$ cat src/rtl/osc_bank.sv
// osc_bank: multi-voice tone oscillator bank.
//
// Each voice has a period counter that runs 1..P (P = divider << octave_dn),
// a square-wave output that toggles on every terminal count, and a one-cycle
// terminal tick. New divider/octave values are double-buffered and take effect
// only on a period boundary, so a running voice never produces a short or
// glitched half-cycle.
//
// Ports:
//   clk        system clock
//   rst        synchronous active-high reset
//   enable     per-voice run enable (level)
//   load       per-voice update strobe; samples that voice's divider/octave_dn slice
//   divider    packed per-voice divider, voice i at [i*DIV_W +: DIV_W]
//   octave_dn  packed per-voice octave-down shift, voice i at [i*OCT_W +: OCT_W]
//   count      packed per-voice counter value
//   period     packed per-voice active effective period
//   tick       per-voice terminal-count flag
//   wave       per-voice square wave
//   pending    per-voice "update queued, not yet applied"
//   mix        number of voices whose wave is high
module osc_bank #(
    parameter int NUM_VOICES = 4,
    parameter int DIV_W      = 18,
    parameter int OCT_W      = 2,
    localparam int PER_W     = DIV_W + 2**OCT_W - 1,
    localparam int MIX_W     = $clog2(NUM_VOICES + 1)
) (
    input  logic                        clk,
    input  logic                        rst,
    input  logic [NUM_VOICES-1:0]       enable,
    input  logic [NUM_VOICES-1:0]       load,
    input  logic [NUM_VOICES*DIV_W-1:0] divider,
    input  logic [NUM_VOICES*OCT_W-1:0] octave_dn,
    output logic [NUM_VOICES*PER_W-1:0] count,
    output logic [NUM_VOICES*PER_W-1:0] period,
    output logic [NUM_VOICES-1:0]       tick,
    output logic [NUM_VOICES-1:0]       wave,
    output logic [NUM_VOICES-1:0]       pending,
    output logic [MIX_W-1:0]            mix
);

    // Per-voice state
    logic [PER_W-1:0]      cnt_q      [NUM_VOICES];
    logic [DIV_W-1:0]      act_div_q  [NUM_VOICES];
    logic [OCT_W-1:0]      act_oct_q  [NUM_VOICES];
    logic [DIV_W-1:0]      pend_div_q [NUM_VOICES];
    logic [OCT_W-1:0]      pend_oct_q [NUM_VOICES];
    logic [NUM_VOICES-1:0] wav_q;
    logic [NUM_VOICES-1:0] pend_q;

    // Unpacked views of the inputs and derived per-voice values
    logic [DIV_W-1:0]      div_in  [NUM_VOICES];
    logic [OCT_W-1:0]      oct_in  [NUM_VOICES];
    logic [PER_W-1:0]      per_eff [NUM_VOICES];
    logic [NUM_VOICES-1:0] tick_c;

    always_comb begin
        for (int unsigned i = 0; i < NUM_VOICES; i++) begin
            div_in[i]  = divider[i*DIV_W +: DIV_W];
            oct_in[i]  = octave_dn[i*OCT_W +: OCT_W];
            // PER_W holds the largest possible shift, so no bits are lost.
            per_eff[i] = PER_W'(act_div_q[i]) << act_oct_q[i];
            tick_c[i]  = enable[i] && (per_eff[i] != '0) && (cnt_q[i] >= per_eff[i]);
        end
    end

    always_ff @(posedge clk) begin
        if (rst) begin
            for (int unsigned i = 0; i < NUM_VOICES; i++) begin
                cnt_q[i]      <= '0;
                act_div_q[i]  <= '0;
                act_oct_q[i]  <= '0;
                pend_div_q[i] <= '0;
                pend_oct_q[i] <= '0;
            end
            wav_q  <= '0;
            pend_q <= '0;
        end else begin
            for (int unsigned i = 0; i < NUM_VOICES; i++) begin
                if (!enable[i] || (per_eff[i] == '0)) begin
                    // Idle or muted: no period is running, so updates need
                    // not wait for a boundary. A fresh load beats a queued one.
                    cnt_q[i] <= '0;
                    wav_q[i] <= 1'b0;
                    if (load[i]) begin
                        act_div_q[i] <= div_in[i];
                        act_oct_q[i] <= oct_in[i];
                        pend_q[i]    <= 1'b0;
                    end else if (pend_q[i]) begin
                        act_div_q[i] <= pend_div_q[i];
                        act_oct_q[i] <= pend_oct_q[i];
                        pend_q[i]    <= 1'b0;
                    end
                end else if (tick_c[i]) begin
                    // Period boundary: restart at 1 and swap in the new
                    // setting. A load on this very edge bypasses the buffer.
                    cnt_q[i] <= PER_W'(1);
                    wav_q[i] <= ~wav_q[i];
                    if (load[i]) begin
                        act_div_q[i] <= div_in[i];
                        act_oct_q[i] <= oct_in[i];
                        pend_q[i]    <= 1'b0;
                    end else if (pend_q[i]) begin
                        act_div_q[i] <= pend_div_q[i];
                        act_oct_q[i] <= pend_oct_q[i];
                        pend_q[i]    <= 1'b0;
                    end
                end else begin
                    cnt_q[i] <= cnt_q[i] + PER_W'(1);
                    if (load[i]) begin
                        pend_div_q[i] <= div_in[i];
                        pend_oct_q[i] <= oct_in[i];
                        pend_q[i]     <= 1'b1;
                    end
                end
            end
        end
    end

    always_comb begin
        count  = '0;
        period = '0;
        mix    = '0;
        for (int unsigned i = 0; i < NUM_VOICES; i++) begin
            count[i*PER_W +: PER_W]  = cnt_q[i];
            period[i*PER_W +: PER_W] = per_eff[i];
            mix = mix + MIX_W'(wav_q[i]);
        end
    end

    assign tick    = tick_c;
    assign wave    = wav_q;
    assign pending = pend_q;

endmodule

$ cat config.mk
export PLATFORM = sky130hd
export DESIGN_NAME = osc_bank
export DESIGN_NICKNAME = d
export VERILOG_FILES = /design/src/rtl/osc_bank.sv
export SDC_FILE = /design/constraint.sdc
export NUM_CORES = 1
export LEC_CHECK = 0
export ABC_CLOCK_PERIOD_IN_PS = 5000
export CORE_UTILIZATION = 45
export DETAILED_ROUTE_END_ITERATION = 7
export MAX_ROUTING_LAYER = met4
export PLACE_DENSITY = 0.69
export SYNTH_ARGS = -nofsm -noshare
export SYNTH_HDL_FRONTEND = slang
export SYNTH_SLANG_ARGS = --single-unit
$ cat constraint.sdc
create_clock -name clk -period 5 [get_ports clk]
set_clock_uncertainty 0.1 [all_clocks]
set_input_delay 1 -clock clk [delete_from_list [all_inputs] [get_ports clk]]
set_output_delay 1 -clock clk [all_outputs]
set_load 0.005 [all_outputs]
==> flow_summary.toml, run 1 <==
[outcome]
outcome = "complete, no violations"

[clock_network]
cts_buffer_depth = 3
clock-sinks = 252
cts_inserted_buffers = 29
hold_buffers = 0
path_clk_slew_ns = 0.06
htree_levels = 1
cts_root_buf = "clkbuf_16"
cts_tree = "yes"
clock_latency_ns = 0.58

[route]
ant_nets = 0
drt_first_iter_violations = 629
detail_route.wl_per_cell_um = 18.0
drc = 0
first_pass_iters = 5
dr_total_vias = 12700
postRouteWirelength_um = 41200
viasPerCell = 5.52

[cells_and_area]
nNetsFinal = 1991
nFillCells = 2982
drive_gt1_frac = 0.116
area_delta_synth_final_pct = 28.0
stdcell_area_mm2 = 0.0207

[sta]
period_needed_ns = 4.81
period_share = 0.962
clock.fmax_mhz = 208
holdWs_ns = 0.477
grt_setup_unrepaired = "yes"
worst_pin_slew_ns = 0.996
setup_violations = 0
maxSlewViolCount = 0
hold_viol = 0
slew_headroom = 0.335

[global_route]
grt_pass1_vias = 12000
antenna_found_initial = 1
grt_first_pass_wirelength_um = 63700
grt_max_degree = 62
grt-ovfl-total = 0
grt.total_usage = 0.225

[synth]
synth_cell_type_count = 59
ys_seq_area_frac = 0.462
synth_ff_type = "edfxtp_1"
avgSynthCellArea_um2 = 11.0
ys_async_sr_fraction = 0
syn_area_mm2 = 0.0162
yosys_warnings = 0
syn_inst = 1478
synth-seq-cells = 252
synth_edf_count = 244

[place]
hpwl_um = 30500
portBuffers = 272
place_area_mm2 = 0.0195
routabilityCongestion = 0.896

[power]
clockPowerShare = 0.359
seq_power_share = 0.413
swShare = 0.274
internal_power_w = 0.00464
peakVddDrop_mv = 0.307
combPwrFrac = 0.228
power.leakage_nw = 7.93
power_density_mw_per_mm2 = 308
switchingPower_w = 0.00175

[critical_path]
reg2reg_depth = 10
cp-end-kind = "primary output"
critPathArrivalTime_ns = 3.71
r2r_end = "pend_oct_q[2][0]"
crit_path_max_incr_delay_ns = 0.52
worstPathMaxFanout = 9
cp_cell_sequence = "buf_4, mux4_2, inv_1, ha_1, a21o_1, a21o_1, a2111oi_1, o2111ai_1, nor2_1, nor2_1, clkdlybuf4s50_1"
start_kind = "flop"
critPathKind = "reg2out"
cpMaxStageDelayCell = "mux4_2"
reg2reg_from = "act_oct_q[2][1]"
reg2reg_slack_ns = 0.95
crit_required_ns = 3.90

[floorplan]
core_area_mm2 = 0.0355
die_w_um = 192
start_util = 0.456
io_pins = 273
rows = 69
die_h_um = 192
dieArea_mm2 = 0.0368

[worst_hold_path]
hold_depth = 2
hold_path.class = "reg2reg"
whs_endpoint = "pending[2]"
worstHoldStart = "pending[2]"

[flow_run]
cap_violations = 0
## cell families (layout without fill, tap and decap cells)
group / Yosys count / in the layout / share of synthesized area
simple gates: 585 / 585 / 0.201
other cells: 1 / 85 / 0.000232
flops: 252 / 252 / 0.462
compound gates: 185 / 185 / 0.0747
fa+ha+maj: 91 / 91 / 0.0708
buf+inv: 201 / 473 / 0.0538
xor+xnor: 76 / 76 / 0.0411
mux: 87 / 87 / 0.0965
## synthesized netlist by cell type, types with 9 or more instances
master	instances	share of area
ha_1	90	0.070
nand3_1	50	0.015
nor2_1	123	0.029
nand2_1	88	0.020
mux2i_1	20	0.012
and4_1	46	0.025
a21oi_1	79	0.024
mux4_2	54	0.075
nor2b_1	13	0.0050
a21o_1	19	0.0088
buf_2	18	0.0056
inv_1	103	0.024
buf_6	9	0.0063
o21ai_0	12	0.0037
xor2_1	44	0.024
nor3_1	95	0.029
xnor2_1	32	0.017
edfxtp_1	244	0.45
a22oi_1	40	0.019
nor3_2	43	0.027
and3_1	58	0.022
nand4_1	30	0.012
clkbuf_1	61	0.014
nor4_1	11	0.0042
## what timing repair did
item | CTS | global route
pin swaps | 1 | 0
setup buffers | 4 | 12
resized for setup | 0 | 9
endpoints found under the hold margin | 0 | 0
endpoints found under the setup margin | 4 | 4
## state kept, by name (all words and copies together) (netlist names)
| signal | flops |
|---|---|
| act_div_q | 72 |
| cnt_q | 84 |
| pending | 4 |
| wave | 4 |
| act_oct_q | 8 |
| pend_div_q | 72 |
| pend_oct_q | 8 |
## power by group through the flow
stage / sequential (W) / clock [W] / combinational [W]
after global placement: 0.00268 / 0 / 0.00138
after global routing: 0.00266 / 0.00242 / 0.00160
after detailed placement: 0.00269 / 0 / 0.00141
after CTS: 0.00264 / 0.00235 / 0.00143
final: 0.00263 / 0.00229 / 0.00146
after floorplan: 0.00262 / 0 / 0.000845
## routing by layer
| layer | GRT usage | wire length [um] |
|---|---|---|
| met1 | 0.272 | 16900 |
| met2 | 0.371 | 20100 |
| met3 | 0.0599 | 3550 |
| met4 | 0.0571 | 745 |
| met5 | - | 0 |
## through the flow
| step | instances | setup slack [ns] | power, W | utilization | TNS [ns] |
|---|---|---|---|---|---|
| after floorplan | 1561 | 1.02 | 0.00347 | - | 0 |
| after global placement | 2224 | 0.504 | 0.00406 | 0.551 | 0 |
| after detailed placement | 2224 | 0.459 | 0.00410 | 0.551 | 0 |
| after CTS | 2282 | 0.00559 | 0.00642 | 0.581 | 0 |
| after global routing | 2295 | -0.0417 | 0.00668 | 0.584 | -0.0417 |
| final | 2295 | 0.188 | 0.00638 | 0.584 | 0 |
## critical path, delay by kind of cell (launching register included)
| kind | cells | cell delay (ns) |
|---|---|---|
| AND/OR/NAND/NOR | 2 | 0.27 |
| adder cells (fa/ha/maj) | 1 | 0.24 |
| AO/OA/AOI/OAI | 4 | 0.93 |
| multiplexers | 1 | 0.52 |
| buffers and inverters | 3 | 0.79 |
| flip-flops | 1 | 0.40 |
## worst max-delay path by stage
stage	slack (ns)	startpoint	end	cells past startpoint
finish	0.19	act_oct_q[1][0]	tick[1]	11
global route	-0.04	act_oct_q[1][0]	tick[1]	11
CTS	0.006	act_oct_q[1][0]	tick[1]	11
detailed placement	0.46	act_oct_q[1][0]	tick[1]	11
global placement	0.50	act_oct_q[1][0]	tick[1]	11
floorplan	1.02	act_oct_q[1][0]	pend_div_q[1][0]	12
## layout by cell type, fill, tap and decap left out, types with 30 or more instances in the layout
cell type,instances
buf_4,41
mux4_2,54
xnor2_1,32
nand3_1,50
ha_1,90
xor2_1,44
nor3_2,41
inv_1,102
nand4_1,30
nor3_1,94
nand2_1,88
nor2_1,123
and3_1,58
a21oi_1,76
and4_1,46
edfxtp_1,244
clkdlybuf4s50_1,270
conb_1,84
a22oi_1,40
## area by class of cell
cell class                      count  area, um^2  share of cell area
Clock buffer                       33         741              0.0357
Timing Repair Buffer              314        3040               0.147
Inverter                          105         394              0.0190
Clock inverter                     21         288              0.0139
Antenna cell                        1        2.50            0.000121
Multi-Input combinational cell   1108        8200               0.396
Sequential cell                   252        7490               0.361
Tap cell                          461         577              0.0278
(Power assumes the default switching activity.)
==> run 2: changes to the inputs <==
- REMOVE_ABC_BUFFERS: default -> 1
==> run 2 against run 1 <==
Count of clock-buffer cells in the layout grew 3. Power down 3.5%. Clock power is 9.2% lower. Die area stayed put. Non-clock buffer count down 4. Flip-flop and latch count did not move. Final cell count decreased by 0.22%. Sequential share of layout area is 0.21 points higher. Core utilization is 0.34 points lower. Largest power group unchanged. Worst hold slack better by 0.0013 ns.
==> flow_summary.toml, run 2 (synthesis gave the netlist of run 1 again) <==
[worst_hold_path]
hold_path.class = "reg2reg"

[place]
routabilityCongestion = 0.890
hpwl_um = 29900
portBuffers = 272

[clock_network]
htree_levels = 1
cts_buffer_depth = 3
clock-sinks = 252
cts_inserted_buffers = 29
cts_tree = "yes"
path_clk_slew_ns = 0.06
clock_latency_ns = 0.57
cts_root_buf = "clkbuf_16"

[power]
finalPower_w = 0.00616
power.leakage_nw = 7.88
power_density_mw_per_mm2 = 299
peakVddDrop_mv = 0.273

[sta]
grt_setup_unrepaired = "no"
tns_ns = 0
slew_headroom = 0.284
hold_viol = 0
setup_violations = 0
clock.fmax_mhz = 208
period_needed_ns = 4.80
worst_pin_slew_ns = 1.07
period_share = 0.961
maxSlewViolCount = 0

[route]
dr_total_vias = 12500
drt_first_iter_violations = 607
ant_nets = 0
viasPerCell = 5.47
first_pass_iters = 5
postRouteWirelength_um = 40400
detail_route.wl_per_cell_um = 17.7
drc = 0

[critical_path]
cp-end-kind = "primary output"
cp_num_buf_inv = 2
start_kind = "flop"
crit_path_max_incr_delay_ns = 0.62
worstPathMaxFanout = 14
crit_required_ns = 3.90
critical_path.top_delay_family = "simple AND/OR/NAND/NOR gates"
cp_cell_sequence = "buf_4, nor3b_1, ha_1, nand2_1, a31oi_1, o21ai_0, a21oi_2, nor2_1, nor2_1, clkdlybuf4s50_1"
critPathArrivalTime_ns = 3.70
path_common_cell = "nor2_1"
cpMaxStageDelayCell = "edfxtp_1"
critPathKind = "reg2out"

[cells_and_area]
drive_gt1_frac = 0.113
area_delta_synth_final_pct = 27.2
nFillCells = 3000
nNetsFinal = 1987
largest_register_ffs = 84
top_register = "cnt_q"
layout_commonest_cell = "clkdlybuf4s50_1"
layout_common_cells = "clkdlybuf4s50_1 (269), edfxtp_1 (244), nor2_1 (123), inv_1 (102), nor3_1 (93)"
top_regs = "cnt_q: 84 flops, act_div_q: 72 flops, pend_div_q: 72 flops"

[global_route]
antenna_found_initial = 1
grt_max_degree = 45
grt.total_usage = 0.224
grt_first_pass_wirelength_um = 64100
grt-ovfl-total = 0
grt_pass1_vias = 12100

[floorplan]
core_area_mm2 = 0.0355
start_util = 0.456
rows = 69
die_h_um = 192
dieArea_mm2 = 0.0368
io_pins = 273
die_w_um = 192

[outcome]
outcome = "complete, no violations"

[flow_run]
cap_violations = 0
run 2: changes by cell type in the layout (fill, tap and decap cells not counted), sizes merged, moves of 2 or more:
cell	before	now
bufinv	7	3
clkinv	8	11
buf	44	40
clkbuf	33	36
clkinvlp	5	3
run 2: routing by layer:
metal	track usage	routed length (um)
met1	0.289	17800
met2	0.359	18900
met3	0.0451	2610
met4	0.0611	1180
met5	-	0
run 2: worst paths after layout:
check / cells past startpoint / slack (ns) / endpoint / startpoint
max: 10 / 0.20 / tick[3] / act_oct_q[3][1]
min reg2reg: 2 / 0.48 / pending[2] / pending[2]
max reg2reg: 9 / 1.22 / pend_div_q[3][11] / act_oct_q[3][1]
min: 2 / 0.48 / pending[2] / pending[2]
run 2: worst register-to-register path, cell delays in order (launching register included):
cell and delay (ns):
edfxtp_1 0.62, buf_4 0.30, nor3b_1 0.62, ha_1 0.36, nand2_1 0.07, a31oi_1 0.07, o21ai_0 0.20, a21oi_2 0.13
nor3_2 0.20, a21o_1 0.72
run 2: area by class of cell:
| cell class | count | area [um^2] | share of cell area |
|---|---|---|---|
| Multi-Input combinational cell | 1108 | 8210 | 0.398 |
| Sequential cell | 252 | 7490 | 0.363 |
| Timing Repair Buffer | 310 | 3020 | 0.147 |
| Clock buffer | 36 | 752 | 0.0365 |
| Tap cell | 461 | 577 | 0.0280 |
| Inverter | 105 | 394 | 0.0191 |
| Clock inverter | 17 | 164 | 0.00795 |
| Antenna cell | 1 | 2.50 | 0.000121 |
run 2: repair_timing:
item / in CTS / in global routing
hold buffers: 0 / 0
buffers inserted: 5 / 2
pin swaps: 0 / 1
gates resized for setup: 2 / 12
setup endpoints to repair: 2 / 4
run 2: where the power goes:
part           leakage, nW  total (W)  internal (W)  switching [W]
Combinational         4.80    0.00144      0.000722       0.000722
Clock                0.438    0.00208       0.00121       0.000869
Sequential            2.64    0.00263       0.00249       0.000144
Total                 7.88    0.00616       0.00443        0.00173
run 2: stage by stage:
step	utilization	std cells	hold slack, ns	worst slack (ns)	area, um^2
after floorplan	-	1465	0.439	-0.957	16000
after global placement	0.552	2229	0.459	0.443	19600
after detailed placement	0.552	2229	0.473	0.395	19600
after CTS	0.579	2287	0.485	0.0324	20500
after global routing	0.581	2290	0.529	0.0118	20600
final	0.581	2290	0.478	0.196	20600
==> run 3: changes to the inputs <==
- CORE_ASPECT_RATIO: default -> 1.2
==> run 3 against run 2 <==
Non-clock buffer count unchanged. Highest routed layer unchanged. Register-to-register slack worse by 0.17 ns. Flip-flop and latch count unchanged. Worst hold slack better by 0.0086 ns. Combinational power about the same.
==> flow_summary.toml, run 3 (synthesis gave the netlist of run 1 again) <==
[outcome]
outcome = "complete, no violations"

[global_route]
grt_first_pass_wirelength_um = 64200
grt-ovfl-total = 0
grt_pass1_vias = 12400
grt_max_degree = 63
antenna_found_initial = 0
grt.total_usage = 0.223

[floorplan]
io_pins = 273
core_area_mm2 = 0.0352
rows = 75
start_util = 0.460
die_h_um = 210
die_w_um = 175
dieArea_mm2 = 0.0368

[cells_and_area]
top_register = "cnt_q"
drive_gt1_frac = 0.117
n_antenna_cell = 0
layout_common_cells = "clkdlybuf4s50_1 (269), edfxtp_1 (244), nor2_1 (122), inv_1 (103), nor3_1 (93)"
largest_register_ffs = 84
stdcell_area_mm2 = 0.0207
area_delta_synth_final_pct = 28.1
top_regs = "cnt_q: 84 flops, act_div_q: 72 flops, pend_div_q: 72 flops"
layout_commonest_cell = "clkdlybuf4s50_1"
fin_cells = 2290
nNetsFinal = 1987

[critical_path]
critPathArrivalTime_ns = 3.77
cp_num_buf_inv = 4
critical_path.top_delay_family = "buffers and inverters"
cpMaxStageDelayCell = "mux4_2"
worstPathMaxFanout = 5
cp_cell_sequence = "buf_4, mux4_2, inv_1, ha_1, a21o_1, a21o_1, a2111oi_1, o2111ai_1, buf_4, nor2_2, nor2_1, clkdlybuf4s50_1"
start_kind = "flop"
critPathKind = "reg2out"
crit_required_ns = 3.90
cp-end-kind = "primary output"
crit_path_max_incr_delay_ns = 0.51

[sta]
grt_setup_unrepaired = "no"
clock.fmax_mhz = 205
worst_pin_slew_ns = 1.05
setup_violations = 0
tns_ns = 0
period_share = 0.974
period_needed_ns = 4.87
slew_headroom = 0.299
holdWs_ns = 0.487
setup_ws_ns = 0.130
maxSlewViolCount = 0
hold_viol = 0

[power]
seq_power_share = 0.414
swShare = 0.273
power_density_mw_per_mm2 = 307
clockPowerShare = 0.357
peakVddDrop_mv = 0.233
switchingPower_w = 0.00174
combPwrFrac = 0.229
power.leakage_nw = 7.94
internal_power_w = 0.00462

[clock_network]
cts_tree = "yes"
cts_buffer_depth = 3
clock-sinks = 252
hold_buffers = 0
path_clk_slew_ns = 0.06
clock_latency_ns = 0.56
cts_root_buf = "clkbuf_16"
htree_levels = 1
cts_inserted_buffers = 29

[route]
postRouteWirelength_um = 40400
dr_total_vias = 12700
viasPerCell = 5.53
detail_route.wl_per_cell_um = 17.6
drc = 0
first_pass_iters = 5
ant_nets = 0
drt_first_iter_violations = 713

[place]
routabilityCongestion = 0.917
dp.cells = 2223
hpwl_um = 29900
pre_cts_ws_ns = 0.502
place_area_mm2 = 0.0195
portBuffers = 272

[flow_run]
cap_violations = 0

[worst_hold_path]
hold_path.class = "reg2reg"
[run 3: changes by cell type in the layout (fill, tap and decap cells not counted), sizes merged]
cell / before / now
diode: 1 / 0
buf: 40 / 39
clkbuf: 36 / 40
clkinvlp: 3 / 2
clkinv: 11 / 6
dlymetal6s2s: 1 / 0
inv: 105 / 106
bufinv: 3 / 6
[run 3: metrics by stage]
stage          power, W   util
4_1_cts         0.00638  0.585
5_1_grt         0.00664  0.589
2_1_floorplan   0.00340      -
6_report        0.00636  0.589
3_3_place_gp    0.00405  0.555
3_5_place_dp    0.00409  0.555
[run 3: per-layer routing]
metal / vias to the layer above / track usage / share of wire
li1: 6114 / - / -
met1: 6063 / 0.268 / 0.41
met2: 400 / 0.372 / 0.50
met3: 88 / 0.0451 / 0.067
met4: 0 / 0.0792 / 0.031
met5: - / - / 0
[run 3: area by class of cell]
class / count / area (um^2)
clock buffers: 38 / 779
clock inverters: 15 / 231
fillers: 2938 / 14400
inverters: 105 / 394
multi-input cells: 1108 / 8220
flip-flops and latches: 252 / 7490
well taps: 462 / 578
repair buffers: 310 / 3050
[run 3: tightest hold or removal path: stages, from the launching register on]
cell     delay (ns)
dfxtp_1        0.33
nor2_1         0.14
nor3_1         0.06
[run 3: path summary, 6_finish.rpt]
check / from / end / slack, ns / cells after the start
max: act_oct_q[1][0] / tick[1] / 0.13 / 12
min: pending[2] / pending[2] / 0.49 / 2
max reg2reg: act_oct_q[3][1] / pend_div_q[3][11] / 1.05 / 10
min reg2reg: pending[2] / pending[2] / 0.49 / 2
[run 3: timing repair]
item,4_1_cts,5_1_grt
cloned,0,1
setup endpoints to repair,3,4
gates resized for setup,1,17
buffers inserted,7,6
[run 3: power by group through the flow]
stage / sequential [W] / combinational, W / clock, W
floorplan: 0.00267 / 0.000731 / 0
global placement: 0.00268 / 0.00137 / 0
detailed placement: 0.00269 / 0.00140 / 0
CTS: 0.00264 / 0.00142 / 0.00232
global route: 0.00266 / 0.00159 / 0.00239
finish: 0.00264 / 0.00146 / 0.00227
